$ cat src/rtl/regfile_write_queue.sv
// In-order write-back buffer feeding the register file write port, with
// youngest-match read-after-write bypass on both regfile read addresses.
module regfile_write_queue #(
  parameter int DEPTH = 4,
  parameter int XLEN  = 32,
  parameter int AW    = 5
) (
  input  logic                       clock,
  input  logic                       reset,
  input  logic                       in_valid,
  output logic                       in_ready,
  input  logic [AW-1:0]              in_addr,
  input  logic [XLEN-1:0]            in_data,
  input  logic                       rf_stall,
  output logic                       we3,
  output logic [AW-1:0]              wa3,
  output logic [XLEN-1:0]            wd3,
  input  logic [AW-1:0]              ra1,
  input  logic [AW-1:0]              ra2,
  output logic                       byp1_hit,
  output logic [XLEN-1:0]            byp1_data,
  output logic                       byp2_hit,
  output logic [XLEN-1:0]            byp2_data,
  output logic [$clog2(DEPTH+1)-1:0] count,
  output logic                       empty
);

  localparam int PW = $clog2(DEPTH);
  localparam int CW = $clog2(DEPTH+1);

  logic [DEPTH-1:0] valid_reg;
  logic [AW-1:0]    addr_reg [DEPTH];
  logic [XLEN-1:0]  data_reg [DEPTH];
  logic [PW-1:0]    head_reg;
  logic [PW-1:0]    tail_reg;
  logic [CW-1:0]    count_reg;

  logic accept;
  logic enq;
  logic pop;

  assign count    = count_reg;
  assign empty    = (count_reg == '0);
  assign in_ready = (count_reg < CW'(DEPTH));
  assign accept   = in_valid && in_ready;
  // Writes to x0 complete the handshake but are dropped.
  assign enq      = accept && (in_addr != '0);
  assign we3      = !empty && !rf_stall;
  assign pop      = we3;
  assign wa3      = empty ? '0 : addr_reg[head_reg];
  assign wd3      = empty ? '0 : data_reg[head_reg];

  always_ff @(posedge clock) begin
    if (reset) begin
      valid_reg <= '0;
      head_reg  <= '0;
      tail_reg  <= '0;
      count_reg <= '0;
    end else begin
      if (pop) begin
        valid_reg[head_reg] <= 1'b0;
        head_reg            <= head_reg + PW'(1);
      end
      if (enq) begin
        valid_reg[tail_reg] <= 1'b1;
        tail_reg            <= tail_reg + PW'(1);
      end
      count_reg <= count_reg + CW'(enq) - CW'(pop);
    end
  end

  // Payload storage carries no reset; the valid bits qualify it.
  always_ff @(posedge clock) begin
    if (enq) begin
      addr_reg[tail_reg] <= in_addr;
      data_reg[tail_reg] <= in_data;
    end
  end

  logic [AW-1:0]   ra_sel   [2];
  logic            hit_vec  [2];
  logic [XLEN-1:0] byp_data [2];

  assign ra_sel[0] = ra1;
  assign ra_sel[1] = ra2;

  genvar gi;
  generate
    for (gi = 0; gi < 2; gi++) begin : g_byp
      // Walk from head to tail so the youngest matching entry wins.
      always_comb begin
        logic [PW-1:0] idx;
        hit_vec[gi]  = 1'b0;
        byp_data[gi] = '0;
        idx          = '0;
        for (int k = 0; k < DEPTH; k++) begin
          idx = head_reg + PW'(k);
          if (valid_reg[idx] && (addr_reg[idx] == ra_sel[gi]) && (ra_sel[gi] != '0)) begin
            hit_vec[gi]  = 1'b1;
            byp_data[gi] = data_reg[idx];
          end
        end
      end
    end
  endgenerate

  assign byp1_hit  = hit_vec[0];
  assign byp1_data = byp_data[0];
  assign byp2_hit  = hit_vec[1];
  assign byp2_data = byp_data[1];

endmodule

$ cat config.mk
export PLATFORM = sky130hd
export DESIGN_NAME = regfile_write_queue
export DESIGN_NICKNAME = d
export VERILOG_FILES = /design/src/rtl/regfile_write_queue.sv
export SDC_FILE = /design/constraint.sdc
export NUM_CORES = 1
export LEC_CHECK = 0
export BUFFER_PORTS_ARGS = -buffer_cell sky130_fd_sc_hd__buf_2
export CAP_MARGIN = 20
export CORE_ASPECT_RATIO = 0.6
export CORE_MARGIN = 3
export CORE_UTILIZATION = 25
export DETAILED_ROUTE_END_ITERATION = 7
export PLACE_DENSITY = 0.53
export SYNTH_ARGS = -nofsm -noshare
export SYNTH_HDL_FRONTEND = slang
export SYNTH_SLANG_ARGS = --single-unit
$ cat constraint.sdc
create_clock -name clock -period 4.21 [get_ports clock]
set_input_delay 0.6315 -clock clock [delete_from_list [all_inputs] [get_ports clock]]
set_output_delay 0.6315 -clock clock [all_outputs]
set_load 0.005 [all_outputs]
==> flow_summary.html <==
<table>
<tr><th>Metric</th><th>Value</th></tr>
<tr><th colspan="2">Synth</th></tr>
<tr><td>Area fraction of the dominant cell type after synthesis</td><td>0.389</td></tr>
<tr><td>Unique masters post-synth</td><td>39</td></tr>
<tr><td>Post-synthesis average cell area</td><td>roughly 13 sq um</td></tr>
<tr><td>Synth Register Bits</td><td>around 160</td></tr>
<tr><td>Number of enable flip-flop cells after synthesis</td><td>between 100 and 150</td></tr>
<tr><td>Mapped Cells</td><td>roughly 870</td></tr>
<tr><td>Most frequent cell after synthesis</td><td>edfxtp_1</td></tr>
<tr><td>Synth Net Count</td><td>between 900 and 1,000</td></tr>
<tr><td>Commonest cells in the netlist</td><td>edfxtp_1 (148), mux4_2 (147), nand2_1 (79), nor2b_1 (70), o21ai_0 (69)</td></tr>
<tr><td>Count of synthesis-stage warnings from yosys</td><td>0</td></tr>
<tr><td>Leading cell types by total area after synthesis</td><td>edfxtp_1 (39%), mux4_2 (29%), a221oi_1 (4.8%)</td></tr>
<tr><td>Area leader, netlist</td><td>edfxtp_1</td></tr>
<tr><td>Most common flop cell mapped by yosys</td><td>edfxtp_1</td></tr>
<tr><td>Cell area after technology mapping</td><td>11,400 sq um</td></tr>
<tr><td>Portion of the post-synthesis area used by sequential elements</td><td>0.412</td></tr>
<tr><td>Async set-reset flop share out of synthesis</td><td>0</td></tr>
<tr><th colspan="2">GRT</th></tr>
<tr><td>Pin count of the biggest net entering global routing</td><td>82</td></tr>
<tr><td>Wire length of the first global-routing pass</td><td>between 50,000 and 60,000 microns</td></tr>
<tr><td>Number of antenna violations at the first check in global routing</td><td>4</td></tr>
<tr><td>Overall track demand over capacity in global routing</td><td>0.168</td></tr>
<tr><td>Number of global-route vias before repair</td><td>between 9,000 and 10,000</td></tr>
<tr><td>Leftover overflow at the end of global routing</td><td>0</td></tr>
<tr><th colspan="2">Timing</th></tr>
<tr><td>Final count of pins violating max slew</td><td>0</td></tr>
<tr><td>Worst rel slew slack</td><td>0.244</td></tr>
<tr><td>Post-route minimum period</td><td>about 4200 ps</td></tr>
<tr><td>Final worst clock skew</td><td>approximately 14 ps</td></tr>
<tr><td>Number of hold violations in the final report</td><td>0</td></tr>
<tr><td>Period Utilization, post-route</td><td>0.992</td></tr>
<tr><td>Setup repair after global routing missed its margin</td><td>yes</td></tr>
<tr><td>Max Fclk</td><td>approximately 240 MHz</td></tr>
<tr><td>Final worst-path setup slack</td><td>~32 ps</td></tr>
<tr><td>Setup-failing EPs final</td><td>0</td></tr>
<tr><td>Hold slack</td><td>between 400 and 500 ps</td></tr>
<tr><td>Tightest Pin Transition</td><td>between 1000 and 1500 ps</td></tr>
<tr><th colspan="2">Worst setup path</th></tr>
<tr><td>Largest fanout on the critical path</td><td>11</td></tr>
<tr><td>CP Cell Sequence</td><td>inv_2 -&gt; ha_4 -&gt; mux4_2 -&gt; xor2_1 -&gt; nor4_4 -&gt; buf_4 -&gt; a21boi_4 -&gt; buf_6 -&gt; a221oi_1 -&gt; o21ai_1 -&gt; buf_2</td></tr>
<tr><td>Critical path startpoint category</td><td>flip-flop</td></tr>
<tr><td>Endpoint class of the critical path</td><td>output pin</td></tr>
<tr><td>CP Class</td><td>reg2out</td></tr>
<tr><td>Reg-to-reg startpoint</td><td>count[2]</td></tr>
<tr><td>Arrival time at the worst endpoint</td><td>approximately 3600 ps</td></tr>
<tr><td>Data required time at the worst endpoint</td><td>between 3000 and 4000 ps</td></tr>
<tr><td>Worst Setup SP</td><td>head_reg[0]</td></tr>
<tr><td>Peak per-stage delay on the critical path</td><td>550 ps</td></tr>
<tr><td>Slowest-stage cell, CP</td><td>mux4_2</td></tr>
<tr><td>Critical path's top delay family</td><td>compound AO/OA/AOI/OAI gates</td></tr>
<tr><td>Buf/Inv on CP</td><td>4</td></tr>
<tr><th colspan="2">Die</th></tr>
<tr><td>Effective utilization at floorplan</td><td>0.258</td></tr>
<tr><td>Chip Width</td><td>282 microns</td></tr>
<tr><td>Placeable core region</td><td>44,200 sq um</td></tr>
<tr><td>Die area</td><td>48,400 sq um</td></tr>
<tr><td>Floorplan row count</td><td>59</td></tr>
<tr><td>Die Ht</td><td>roughly 170 microns</td></tr>
<tr><td>I/O pin count</td><td>between 150 and 200</td></tr>
<tr><th colspan="2">Route</th></tr>
<tr><td>Post-route DRC violation count</td><td>0</td></tr>
<tr><td>Drt via density</td><td>5.73</td></tr>
<tr><td>Drt first pass iters</td><td>5</td></tr>
<tr><td>Routed via count</td><td>a little over 9,000</td></tr>
<tr><td>Total Wirelength</td><td>between 40,000 and 50,000 microns</td></tr>
<tr><td>WL per Instance</td><td>roughly 26 microns</td></tr>
<tr><td>Post-route antenna net violation count</td><td>0</td></tr>
<tr><td>Initial drt markers</td><td>1,094</td></tr>
<tr><th colspan="2">Finish</th></tr>
<tr><td>Non-filler cells, final</td><td>1,618</td></tr>
<tr><td>Number of flip-flops in the largest register</td><td>approximately 130</td></tr>
<tr><td>Share of cells above drive strength 1</td><td>0.431</td></tr>
<tr><td>Synthesis-to-layout area growth</td><td>23.2%</td></tr>
<tr><td>Finished layout cell area</td><td>approximately 14,000 sq um</td></tr>
<tr><td>Final-stage net count</td><td>1,086</td></tr>
<tr><th colspan="2">Clock network</th></tr>
<tr><td>CTS H-Tree Depth</td><td>4</td></tr>
<tr><td>CTS tree</td><td>built</td></tr>
<tr><td>Max Root-Sink Buffers</td><td>2</td></tr>
<tr><td>Reg clk slew, reported paths</td><td>about 70 ps</td></tr>
<tr><td>Later-pin clock latency in the skew report</td><td>around 450 ps</td></tr>
<tr><td>Number of clock buffers inserted by TritonCTS</td><td>17</td></tr>
<tr><td># clock sinks</td><td>between 150 and 200</td></tr>
<tr><td># hold bufs at CTS</td><td>0</td></tr>
<tr><td>Master cell of the clock root buffer</td><td>clkbuf_16</td></tr>
<tr><th colspan="2">Placement</th></tr>
<tr><td># port buffers</td><td>159</td></tr>
<tr><td>Post-Place Worst Slack</td><td>roughly 280 ps</td></tr>
<tr><td>Total half-perimeter wirelength after legalization and detailed placement</td><td>approximately 28,000 microns</td></tr>
<tr><td>Dpl cell area</td><td>about 13,000 sq um</td></tr>
<tr><td>Number of placed instances with taps included</td><td>1,567</td></tr>
<tr><td>Placer Congestion</td><td>around 0.84</td></tr>
<tr><th colspan="2">Run</th></tr>
<tr><td>Number of maximum-capacitance constraint violations</td><td>0</td></tr>
<tr><th colspan="2">Power</th></tr>
<tr><td>P_int</td><td>approximately 4900 uW</td></tr>
<tr><td>Register share of total power</td><td>0.270</td></tr>
<tr><td>Power spent charging and discharging nets</td><td>approximately 2900 uW</td></tr>
<tr><td>Net switching share of the total power</td><td>0.374</td></tr>
<tr><td>Power density relative to cell area</td><td>approximately 550 nW/um^2</td></tr>
<tr><td>Logic pwr share</td><td>0.523</td></tr>
<tr><td>Standby leakage power</td><td>about 0.0046 uW</td></tr>
<tr><td>Fraction of power consumed by the clock network</td><td>0.206</td></tr>
<tr><td>Maximum resistive drop on vdd</td><td>between 0.2 and 0.25 mV</td></tr>
<tr><th colspan="2">Hold path</th></tr>
<tr><td>Start point of the worst hold path</td><td>in_data[29]</td></tr>
<tr><td>Hold crit path type</td><td>in2reg</td></tr>
<tr><th colspan="2">Run status</th></tr>
<tr><td>Status</td><td>finished clean</td></tr>
</table>
## layer usage
layer | vias up | share of wire | GRT usage
li1 | 3844 | - | -
met1 | 4735 | 0.42 | 0.235
met2 | 611 | 0.45 | 0.259
met3 | 71 | 0.11 | 0.0491
met4 | 6 | 0.015 | 0.0375
met5 | - | 0.0027 | 0
## logic make-up after synthesis
group | synth area share
adder cells (fa/ha/maj) | 0.0127
AO/OA/AOI/OAI | 0.120
AND/OR/NAND/NOR | 0.0853
flip-flops | 0.412
XOR/XNOR | 0.0322
multiplexers | 0.299
buffers and inverters | 0.0394
## power groups by stage
stage / clock (uW) / combinational (uW) / sequential, uW
CTS: 1640 / 3880 / 2090
finish: 1600 / 4070 / 2100
floorplan: 0 / 2780 / 2050
global placement: 0 / 3800 / 2120
global route: 1710 / 4350 / 2120
detailed placement: 0 / 3820 / 2120
## metrics by stage
stage | TNS, ps | utilization | power, uW
6_report | 0 | 0.318 | 7770
4_1_cts | 0 | 0.310 | 7620
5_1_grt | -146 | 0.318 | 8180
3_3_place_gp | 0 | 0.294 | 5920
2_1_floorplan | 0 | - | 4830
3_5_place_dp | 0 | 0.295 | 5950
## cells in the final DEF, fill, tap and decap left out, types with 3 or more instances in the layout
cell type	Yosys	routed
o21ai_1	59	56
nor2_1	14	14
a21oi_1	8	7
a221oi_1	62	49
dfxtp_1	13	9
nor3_2	0	4
ha_1	10	9
nand4_1	4	4
mux2i_1	7	7
nand3_1	3	3
a221oi_2	2	15
xnor2_1	34	34
o21ai_2	0	4
inv_1	9	8
buf_2	21	159
nand2_1	79	79
buf_4	9	41
mux4_2	147	147
clkbuf_16	0	22
buf_12	0	6
xor2_1	8	6
edfxtp_1	148	148
bufinv_16	0	3
or3_1	4	4
buf_6	2	7
buf_8	0	4
o21ai_0	69	68
clkinv_4	0	6
and2_2	0	4
nor2b_1	70	70
mux2_2	3	3
## worst paths after layout
check	endpoint	slack, ps	depth (start not counted)
min reg2reg	valid_reg[1]	540	2
max	byp1_data[11]	30	11
max reg2reg	data_reg[2][1]	1770	4
min	data_reg[0][29]	410	1
## what timing repair did
item	4_1_cts	5_1_grt
endpoints found under the setup margin	61	56
setup buffers	3	11
pin swaps	5	15
cloned	0	5
resized for setup	13	36
## final cells by class
| type | instances | area (sq um) |
|---|---|---|
| Inverter | 9 | 33.8 |
| Sequential cell | 161 | 4710 |
| Antenna cell | 2 | 5.00 |
| Fill cell | 4349 | 30100 |
| Timing Repair Buffer | 225 | 1560 |
| Clock buffer | 19 | 433 |
| Multi-Input combinational cell | 610 | 6440 |
| Clock inverter | 13 | 164 |
| Tap cell | 579 | 724 |
## worst reg2reg max path, delay by kind of cell (launching register included)
| family | cells | cell delay [ps] |
|---|---|---|
| and+or+nand+nor | 1 | 960 |
| DFF | 1 | 360 |
| AOI/OAI and AO/OA | 1 | 330 |
| buffers and inverters | 2 | 460 |
No activity file was read; power rests on OpenSTA's default activity.
